## src/rtl/baugh_wooley_pkg.sv

```systemverilog
// Shared types and helpers for the sequential Baugh-Wooley multiplier.
// State encoding and the preload constant K live here so top and bench stay consistent.
package baugh_wooley_pkg;

    typedef enum logic [1:0] {
        IDLE,
        RUN,
        DONE
    } bw_state_t;

    // Upper bound on WIDTH supported by the K helper's fixed return width.
    localparam int BW_MAX_WIDTH = 64;

    // K folds the constant terms of the signed Baugh-Wooley expansion into the preload.
    function automatic logic [2*BW_MAX_WIDTH-1:0] bw_k(input int width, input logic is_signed);
        logic [2*BW_MAX_WIDTH-1:0] k;
        k = '0;
        if (is_signed) begin
            k[width]       = 1'b1;
            k[2*width-1]   = 1'b1;
        end
        return k;
    endfunction

endpackage

```

## src/rtl/bw_row_gen.sv

```systemverilog
// Combinational partial-product row for one multiplier bit, already shifted into
// its product columns, with Baugh-Wooley inversions applied in signed mode.
module bw_row_gen
    import baugh_wooley_pkg::*;
#(
    parameter int WIDTH = 8,
    parameter int CW    = $clog2(WIDTH)
) (
    input  logic [WIDTH-1:0]   a,
    input  logic               b_bit,
    input  logic [CW-1:0]      row_idx,
    input  logic               is_signed,
    input  logic               last_row,
    output logic [2*WIDTH-1:0] row
);

    logic [WIDTH-1:0] bits;

    // Ordinary rows invert only the MSB term; the last row inverts all but the MSB term.
    generate
        for (genvar gi = 0; gi < WIDTH; gi++) begin : g_bit
            if (gi == WIDTH - 1) begin : g_msb
                assign bits[gi] = (a[gi] & b_bit) ^ (is_signed & ~last_row);
            end else begin : g_low
                assign bits[gi] = (a[gi] & b_bit) ^ (is_signed & last_row);
            end
        end
    endgenerate

    assign row = {{WIDTH{1'b0}}, bits} << row_idx;

endmodule

```

## src/rtl/baugh_wooley_seq.sv

```systemverilog
// Sequential signed/unsigned multiplier, one partial-product row per clock.
// Optional multiply-accumulate mode is enabled by defining BW_ACC_EN (adds acc_clr).
module baugh_wooley_seq
    import baugh_wooley_pkg::*;
#(
    parameter int WIDTH = 8
) (
    input  logic               clk,
    input  logic               rst,
    input  logic               in_valid,
    output logic               in_ready,
    input  logic [WIDTH-1:0]   a,
    input  logic [WIDTH-1:0]   b,
    input  logic               is_signed,
    output logic               out_valid,
    input  logic               out_ready,
`ifdef BW_ACC_EN
    input  logic               acc_clr,
`endif
    output logic [2*WIDTH-1:0] prod,
    output logic               busy
);

    localparam int CW = $clog2(WIDTH);
    localparam int PW = 2 * WIDTH;

    bw_state_t        state_q, state_d;
    logic [WIDTH-1:0] a_q, a_d;
    logic [WIDTH-1:0] b_q, b_d;
    logic             sgn_q, sgn_d;
    logic [CW-1:0]    cnt_q, cnt_d;
    logic [PW-1:0]    acc_q, acc_d;

    logic [PW-1:0]             row;
    logic                      last_row;
    logic [2*BW_MAX_WIDTH-1:0] k_full;
    logic [PW-1:0]             k_val;
    logic [PW-1:0]             preload_base;

    assign last_row = (cnt_q == CW'(WIDTH - 1));

    bw_row_gen #(
        .WIDTH (WIDTH),
        .CW    (CW)
    ) u_row_gen (
        .a         (a_q),
        .b_bit     (b_q[cnt_q]),
        .row_idx   (cnt_q),
        .is_signed (sgn_q),
        .last_row  (last_row),
        .row       (row)
    );

    always_comb begin
        k_full = bw_k(WIDTH, is_signed);
        k_val  = k_full[PW-1:0];
`ifdef BW_ACC_EN
        preload_base = acc_clr ? '0 : acc_q;
`else
        preload_base = '0;
`endif
    end

    always_comb begin
        state_d = state_q;
        a_d     = a_q;
        b_d     = b_q;
        sgn_d   = sgn_q;
        cnt_d   = cnt_q;
        acc_d   = acc_q;
        unique case (state_q)
            IDLE: begin
                if (in_valid) begin
                    a_d     = a;
                    b_d     = b;
                    sgn_d   = is_signed;
                    cnt_d   = '0;
                    acc_d   = preload_base + k_val;
                    state_d = RUN;
                end
            end
            RUN: begin
                acc_d = acc_q + row;
                cnt_d = cnt_q + CW'(1);
                if (last_row) begin
                    state_d = DONE;
                end
            end
            DONE: begin
                if (out_ready) begin
                    state_d = IDLE;
                end
            end
            default: state_d = IDLE;
        endcase
    end

    always_ff @(posedge clk or posedge rst) begin
        if (rst) begin
            state_q <= IDLE;
            a_q     <= '0;
            b_q     <= '0;
            sgn_q   <= 1'b0;
            cnt_q   <= '0;
            acc_q   <= '0;
        end else begin
            state_q <= state_d;
            a_q     <= a_d;
            b_q     <= b_d;
            sgn_q   <= sgn_d;
            cnt_q   <= cnt_d;
            acc_q   <= acc_d;
        end
    end

    assign in_ready  = (state_q == IDLE);
    assign out_valid = (state_q == DONE);
    assign busy      = (state_q == RUN) || (state_q == DONE);
    assign prod      = acc_q;

endmodule
```

## config.mk

```make
export PLATFORM = sky130hd
export DESIGN_NAME = baugh_wooley_seq
export DESIGN_NICKNAME = d
export VERILOG_FILES = /design/src/rtl/baugh_wooley_pkg.sv /design/src/rtl/bw_row_gen.sv /design/src/rtl/baugh_wooley_seq.sv
export SDC_FILE = /design/constraint.sdc
export NUM_CORES = 1
export LEC_CHECK = 0
export CAP_MARGIN = 25
export CORE_ASPECT_RATIO = 1.5
export CORE_MARGIN = 2
export CORE_UTILIZATION = 40
export DETAILED_ROUTE_END_ITERATION = 16
export PLACE_DENSITY = 0.64
export SETUP_SLACK_MARGIN = 0.02
export SLEW_MARGIN = 20
export SYNTH_ARGS = -nofsm -noshare
export SYNTH_HDL_FRONTEND = slang
export SYNTH_SLANG_ARGS = --single-unit
```

## constraint.sdc

```tcl
create_clock -name clk -period 4.2 [get_ports clk]
set_input_delay 1.05 -clock clk [delete_from_list [all_inputs] [get_ports clk]]
set_output_delay 1.05 -clock clk [all_outputs]
set_load 0.05 [all_outputs]
```

== Yosys cells after proc, flatten, opt, wreduce, memory -nomap -nowiden ==
Cells that the tools add are included.
Word-level totals
  bits of input ports: 21
  logic and storage cells: 52
  register bits after elaboration: 38
  output and inout port bits: 19
Operators by class
  reductions and logical operators: 6
  eq/ne operators: 6
  shift-type cells: 1
  mux-type cells: 11
  add/subtract/negate cells: 2
  bitwise gates (word level): 19
  magnitude comparators: 1
Operator list (number)
  case mux 16 bit (2 select lines): 1
  adder 16 bit: 1
  two-way mux 16 bit: 1
  << shifter 8 x 3 -> 16 bit: 1
  AND 1 bit: 10
  bitwise XOR 1 bit: 8
  two-way mux 2 bit: 3
  case mux 2 bit (3 select lines): 1
  case mux 3 bit (2 select lines): 1
  < comparator 3 x 4 -> 1 bit, second input constant: 1
  inequality test 2 x 1 -> 1 bit, second input constant: 2
  AND reduction 2 bit: 2
  adder 3 x 1 -> 3 bit, second input constant: 1
  binary-select mux 1 bit (select 3 bit): 1
  == test 3 bit, second input constant: 1
  two-way mux 3 bit: 1
  AND reduction 3 bit: 1
  == test 2 x 1 -> 1 bit, second input constant: 1
  == test 2 bit, second input constant: 1
  zero test 2 bit: 1
  two-way mux 1 bit: 2
  inequality test 2 bit, second input constant: 1
  nonzero test 2 bit: 1
  logical OR 1 bit: 1
  inverter 1 bit: 1

== Logic depth before layout (Yosys ltp) ==
  depth after elaboration: 7
  mapped depth: 16
  depth with buffers taken out: 15

== By module ==
Synthesis repeated with hierarchy kept, for this count alone.
Unflattened totals
  cells, all modules: 300
  area total of the unflattened synthesis: 2906.5 um^2
Modules (own cells, without submodules)
  baugh_wooley_seq: area an instance 2379.8 um^2, seq. area each 950.9 um^2, instances 1, cells an instance 228
  bw_row_gen: area an instance 526.8 um^2, seq. area each 0.0 um^2, instances 1, cells an instance 72

== Least setup slack after synthesis ==
No wires, ideal clock.
  path type: reg-to-reg
  start point: register cnt_q[0]
  end point: register acc_q[14], in the netlist prod[14]
  buffers on the path: 1
  data required time: 4.078 ns
  period minus slack after synthesis: 3.557 ns
  arrival time: 3.435 ns
  library setup time: 0.122 ns
  setup slack: 0.643 ns
  stages on the path, launching flop included: 17
  cell sequence: dfrtp_1 -> buf_6 -> mux4_2 -> nand2b_4 -> nand2_1 -> nor2_1 -> xnor2_1 -> and3_1 -> ha_1 -> inv_1 -> fa_1 -> nor2b_1 -> o31a_1 -> o31ai_4 -> a211oi_1 -> or4_1 -> a32o_1
Between the ends
  word-level cells in the longest chain between the ends: 7
  elaborated cells between the ends (all ways): 25
  classes of those cells: add/sub (1); eq/ne (1); shift (1); mux (3); bitwise (19)
RTL lines
  start: declaration: RTL line baugh_wooley_seq.sv:31  | logic [CW-1:0] cnt_q, cnt_d;
  start signal: assignment: RTL line baugh_wooley_seq.sv:111  | cnt_q <= cnt_d;
  binary-select mux 1 bit (select 3 bit) / == test 3 bit (equally long branches): RTL line baugh_wooley_seq.sv:47, baugh_wooley_seq.sv:40
  two-way mux 1 bit (implied by the code) / inverter 1 bit (equally long branches): RTL line baugh_wooley_seq.sv:47, bw_row_gen.sv:23
  AND 1 bit (on tied branches): RTL line bw_row_gen.sv:25, bw_row_gen.sv:23
  bitwise XOR 1 bit (on tied branches): RTL line bw_row_gen.sv:25, bw_row_gen.sv:23
  << shifter 8 x 3 -> 16 bit *: RTL line bw_row_gen.sv:30  | assign row = {{WIDTH{1'b0}}, bits} << row_idx;
  adder 16 bit *: RTL line baugh_wooley_seq.sv:83  | acc_d = acc_q + row;
  case mux 16 bit (2 select lines) *: RTL line baugh_wooley_seq.sv:71  | unique case (state_q)
  end signal: assignment: RTL line baugh_wooley_seq.sv:105  | acc_q <= '0;
  end signal: assignment: RTL line baugh_wooley_seq.sv:112  | acc_q <= acc_d;
  end: declaration: RTL line baugh_wooley_seq.sv:32  | logic [PW-1:0] acc_q, acc_d;
Every way passes the cells marked *; elsewhere a longest branch is shown, timed or not. The select of a mux whose other input is x is not followed.
A chain may end at the register's enable or synchronous reset.

== Final worst setup path ==
Same ends and word-level chain as after synthesis.

==> flow_summary_export.csv <==
group,metric,value,unit
layout,diodes,0,
critical_path,worstPathMaxFanout,13,
pwr,pwr-share-comb,62.7,%
pwr,pwr-share-seq,20.5,%
layout,drive_gt1_share,12.9,%
floorplan,ioPinCount,40,
timing,setup_tns,0,ns
grt,grtUsageTotal,19.1,%
yosys,yosysTopAreaCellShare,31.2,%
placement,post-place-ws,0.372,ns
timing,period_needed,3.90,ns
detailed_routing,drt-initial-drc-count,148,
detailed_routing,wl_per_cell,15.4,um
pwr,irDropWorstVdd,354,uV
yosys,synth_flop_cell,"dfrtp_1",
critical_path,crit_path_start_kind,"flop",
timing,drv_slew,0,
clock_tree,cts_inserted_buffers,5,
yosys,syn_area,0.00305,sq mm
yosys,yosysMostFrequentCell,"dfrtp_1",
pwr,p_leak,1.59,nW
detailed_routing,wirelength,7.28,mm
yosys,synthArstFlopShare,100,%
floorplan,core_area,0.00751,sq mm
detailed_routing,via_count,2567,
detailed_routing,via_per_inst,5.43,
placement,portBuffers,39,
yosys,synth_seq_cells,38,
layout,fin_cells,473,
timing,worst_pin_slew,0.808,ns
pwr,power_switching,1.35,mW
grt,grt_overflow_total,0,
clock_tree,cts.repair.resized,0,
timing,finalSetupViolations,0,
job,max_cap_violations,0,
floorplan,die_y,111,um
timing,clock.fmax,0.256,GHz
layout,areaGrowthSynthToFinish,22.7,%
grt,grt_pass1_vias,2511,
critical_path,critPathRequiredTime,4.37,ns
timing,hold_viol_final,0,
detailed_routing,final_antenna_net_count,0,
clock_tree,post_cts_buffers,0,
clock_tree,cts_hold_buffers,0,
yosys,synth.avg_cell_area,9.15,sq um
clock_tree,cts_tree,"done",
yosys,seq_area_frac_synth,31.2,%
layout,fillers,742,
pwr,pwr-share-clk,16.8,%
yosys,synthCells,333,
timing,slew_headroom,46.0,%
grt,grt_pass1_wl,12.4,mm
timing,rsz0062_at_grt,"false",
timing,setup_ws,0.301,ns
detailed_routing,drc,0,
clock_tree,cts.root.buffer_cell,"clkbuf_16",
critical_path,crit_type,"reg2reg",
yosys,synth_edf_count,0,
yosys,yosys_warnings,0,
detailed_routing,drt_pass1_iterations,4,
placement,place_congestion,0.944,
worst_hold_path,hp-class,"reg2reg",
grt,grt_max_degree,22,
yosys,ys_top_cells_by_area,"dfrtp_1 31%, ha_1 8.6%, mux2_2 7.8%",
timing,fin_crit_sh,92.8,%
pwr,p_int,1.63,mW
placement,dp_hpwl,5.70,mm
pwr,p_sw_share,45.2,%
clock_tree,cts_max_path_buffers,2,
yosys,synth_nets,376,
outcome,status,"complete, no violations",
clock_tree,clock_latency,0.28,ns
timing,skew,0.00261,ns
yosys,yosysTopAreaCell,"dfrtp_1",
floorplan,rows,39,
placement,dp.cells,465,
critical_path,worstSetupEndpointType,"flop",
critical_path,cp.arrival,4.07,ns
layout,multi_input_area,0.00195,sq mm
grt,antenna_found_initial,0,
clock_tree,cts_max_level,2,
clock_tree,cts_sinks,38,
clock_tree,clk_pin_slew,0.06,ns
floorplan,initial_core_util,40.5,%
layout,seq_area,951,sq um
yosys,netlist_top_cells_count,"38 x dfrtp_1, 31 x nand2_1, 23 x a21oi_1",
floorplan,die_width,75.2,um
yosys,synthDistinctLibCells,57,
pwr,power_density,796,mW/mm^2
floorplan,die_area,0.00834,sq mm
layout,finish.net_count,413,
-- power by group through the flow --
stage          clock, mW  combinational [mW]  sequential [mW]
5_1_grt            0.534                2.06            0.632
2_1_floorplan          0                1.34            0.703
4_1_cts            0.512                1.87            0.614
6_report           0.499                1.86            0.610
3_5_place_dp           0                1.85            0.620
3_3_place_gp           0                1.83            0.611
-- layout make-up --
class	instances	share of cell area (%)
Inverter	20	2.01
Multi-Input combinational cell	260	52.1
Clock buffer	6	3.72
Tap cell	102	3.42
Timing Repair Buffer	45	11.7
Sequential cell	38	25.5
Clock inverter	2	1.61
-- cells by family (layout without fill, tap and decap cells) --
family	count (synthesis)	after routing	share of synthesized area [%]
AO/OA/AOI/OAI	96	96	21.6
adder cells (fa/ha/maj)	22	22	9.29
AND/OR/NAND/NOR	88	88	14.2
multiplexers	33	33	12.7
XOR/XNOR	21	21	6.04
buffers and inverters	35	73	4.93
flip-flops	38	38	31.2
-- sequential cells by signal (all words and copies together), names as in the netlist --
register / count
prod: 16
cnt_q: 3
a_q: 8
sgn_q: 1
b_q: 8
state_q: 2
-- per-layer routing --
layer / vias to the layer above / track usage (%) / part of all wire (%)
met4: 0 / 6.20 / 1.7
met5: - / 0 / 0
met2: 62 / 32.5 / 55
met1: 1219 / 23.6 / 40
li1: 1277 / - / -
met3: 9 / 3.55 / 2.8
-- cell usage in the layout, fill, tap and decap left out, drive strengths merged, types with 3 or more instances in the layout --
cell	count
nor2b	5
xor2	4
or3	3
a32o	3
a21oi	23
dfrtp	38
o31ai	4
mux2	22
nand3	11
ha	21
mux2i	10
o21ai	26
nor3	5
clkdlybuf4s50	39
o31a	3
a211oi	5
xnor2	17
clkbuf	6
a22o	7
nand2	31
nor2	22
a21o	5
a22oi	4
o21a	3
buf	6
inv	20
-- per-stage QoR --
step	util (%)	hold WS (ns)	instance area (sq um)	total power, mW
after floorplan	-	0.474	3050	2.04
after global placement	47.1	0.489	3540	2.44
after detailed placement	47.1	0.494	3540	2.47
after CTS	49.7	0.507	3740	3.00
after global routing	49.7	0.530	3740	3.22
final	49.7	0.501	3740	2.97
-- worst max-delay path, cell delays in order, from the launching register on --
cell and delay [ns]:
dfrtp_1 0.42, buf_4 0.21, nor2b_1 0.17, a22oi_1 0.35, nand2_1 0.20, nor3_1 0.20
a21oi_1 0.06, o211a_1 0.22, ha_1 0.32, nor2b_1 0.16, o31a_1 0.31, o31ai_4 0.27
a211oi_1 0.15, or4_1 0.48, a32o_1 0.25
-- worst paths after layout --
check                      cells after the start                  from  slack, ns                    to
setup / recovery                              14  cnt_q[0]$_DFFE_PP0P_       0.30  prod[14]$_DFFE_PP0P_
hold / removal                                 1    b_q[6]$_DFFE_PP0P_       0.50    b_q[6]$_DFFE_PP0P_
setup reg to reg                              14  cnt_q[0]$_DFFE_PP0P_       0.30  prod[14]$_DFFE_PP0P_
hold reg to reg                                1    b_q[6]$_DFFE_PP0P_       0.50    b_q[6]$_DFFE_PP0P_
max in group asynchronous                      3                   rst       2.24   prod[3]$_DFFE_PP0P_
min in group asynchronous                      2                   rst       1.20    b_q[2]$_DFFE_PP0P_
No activity file was read; power rests on OpenSTA's default activity.
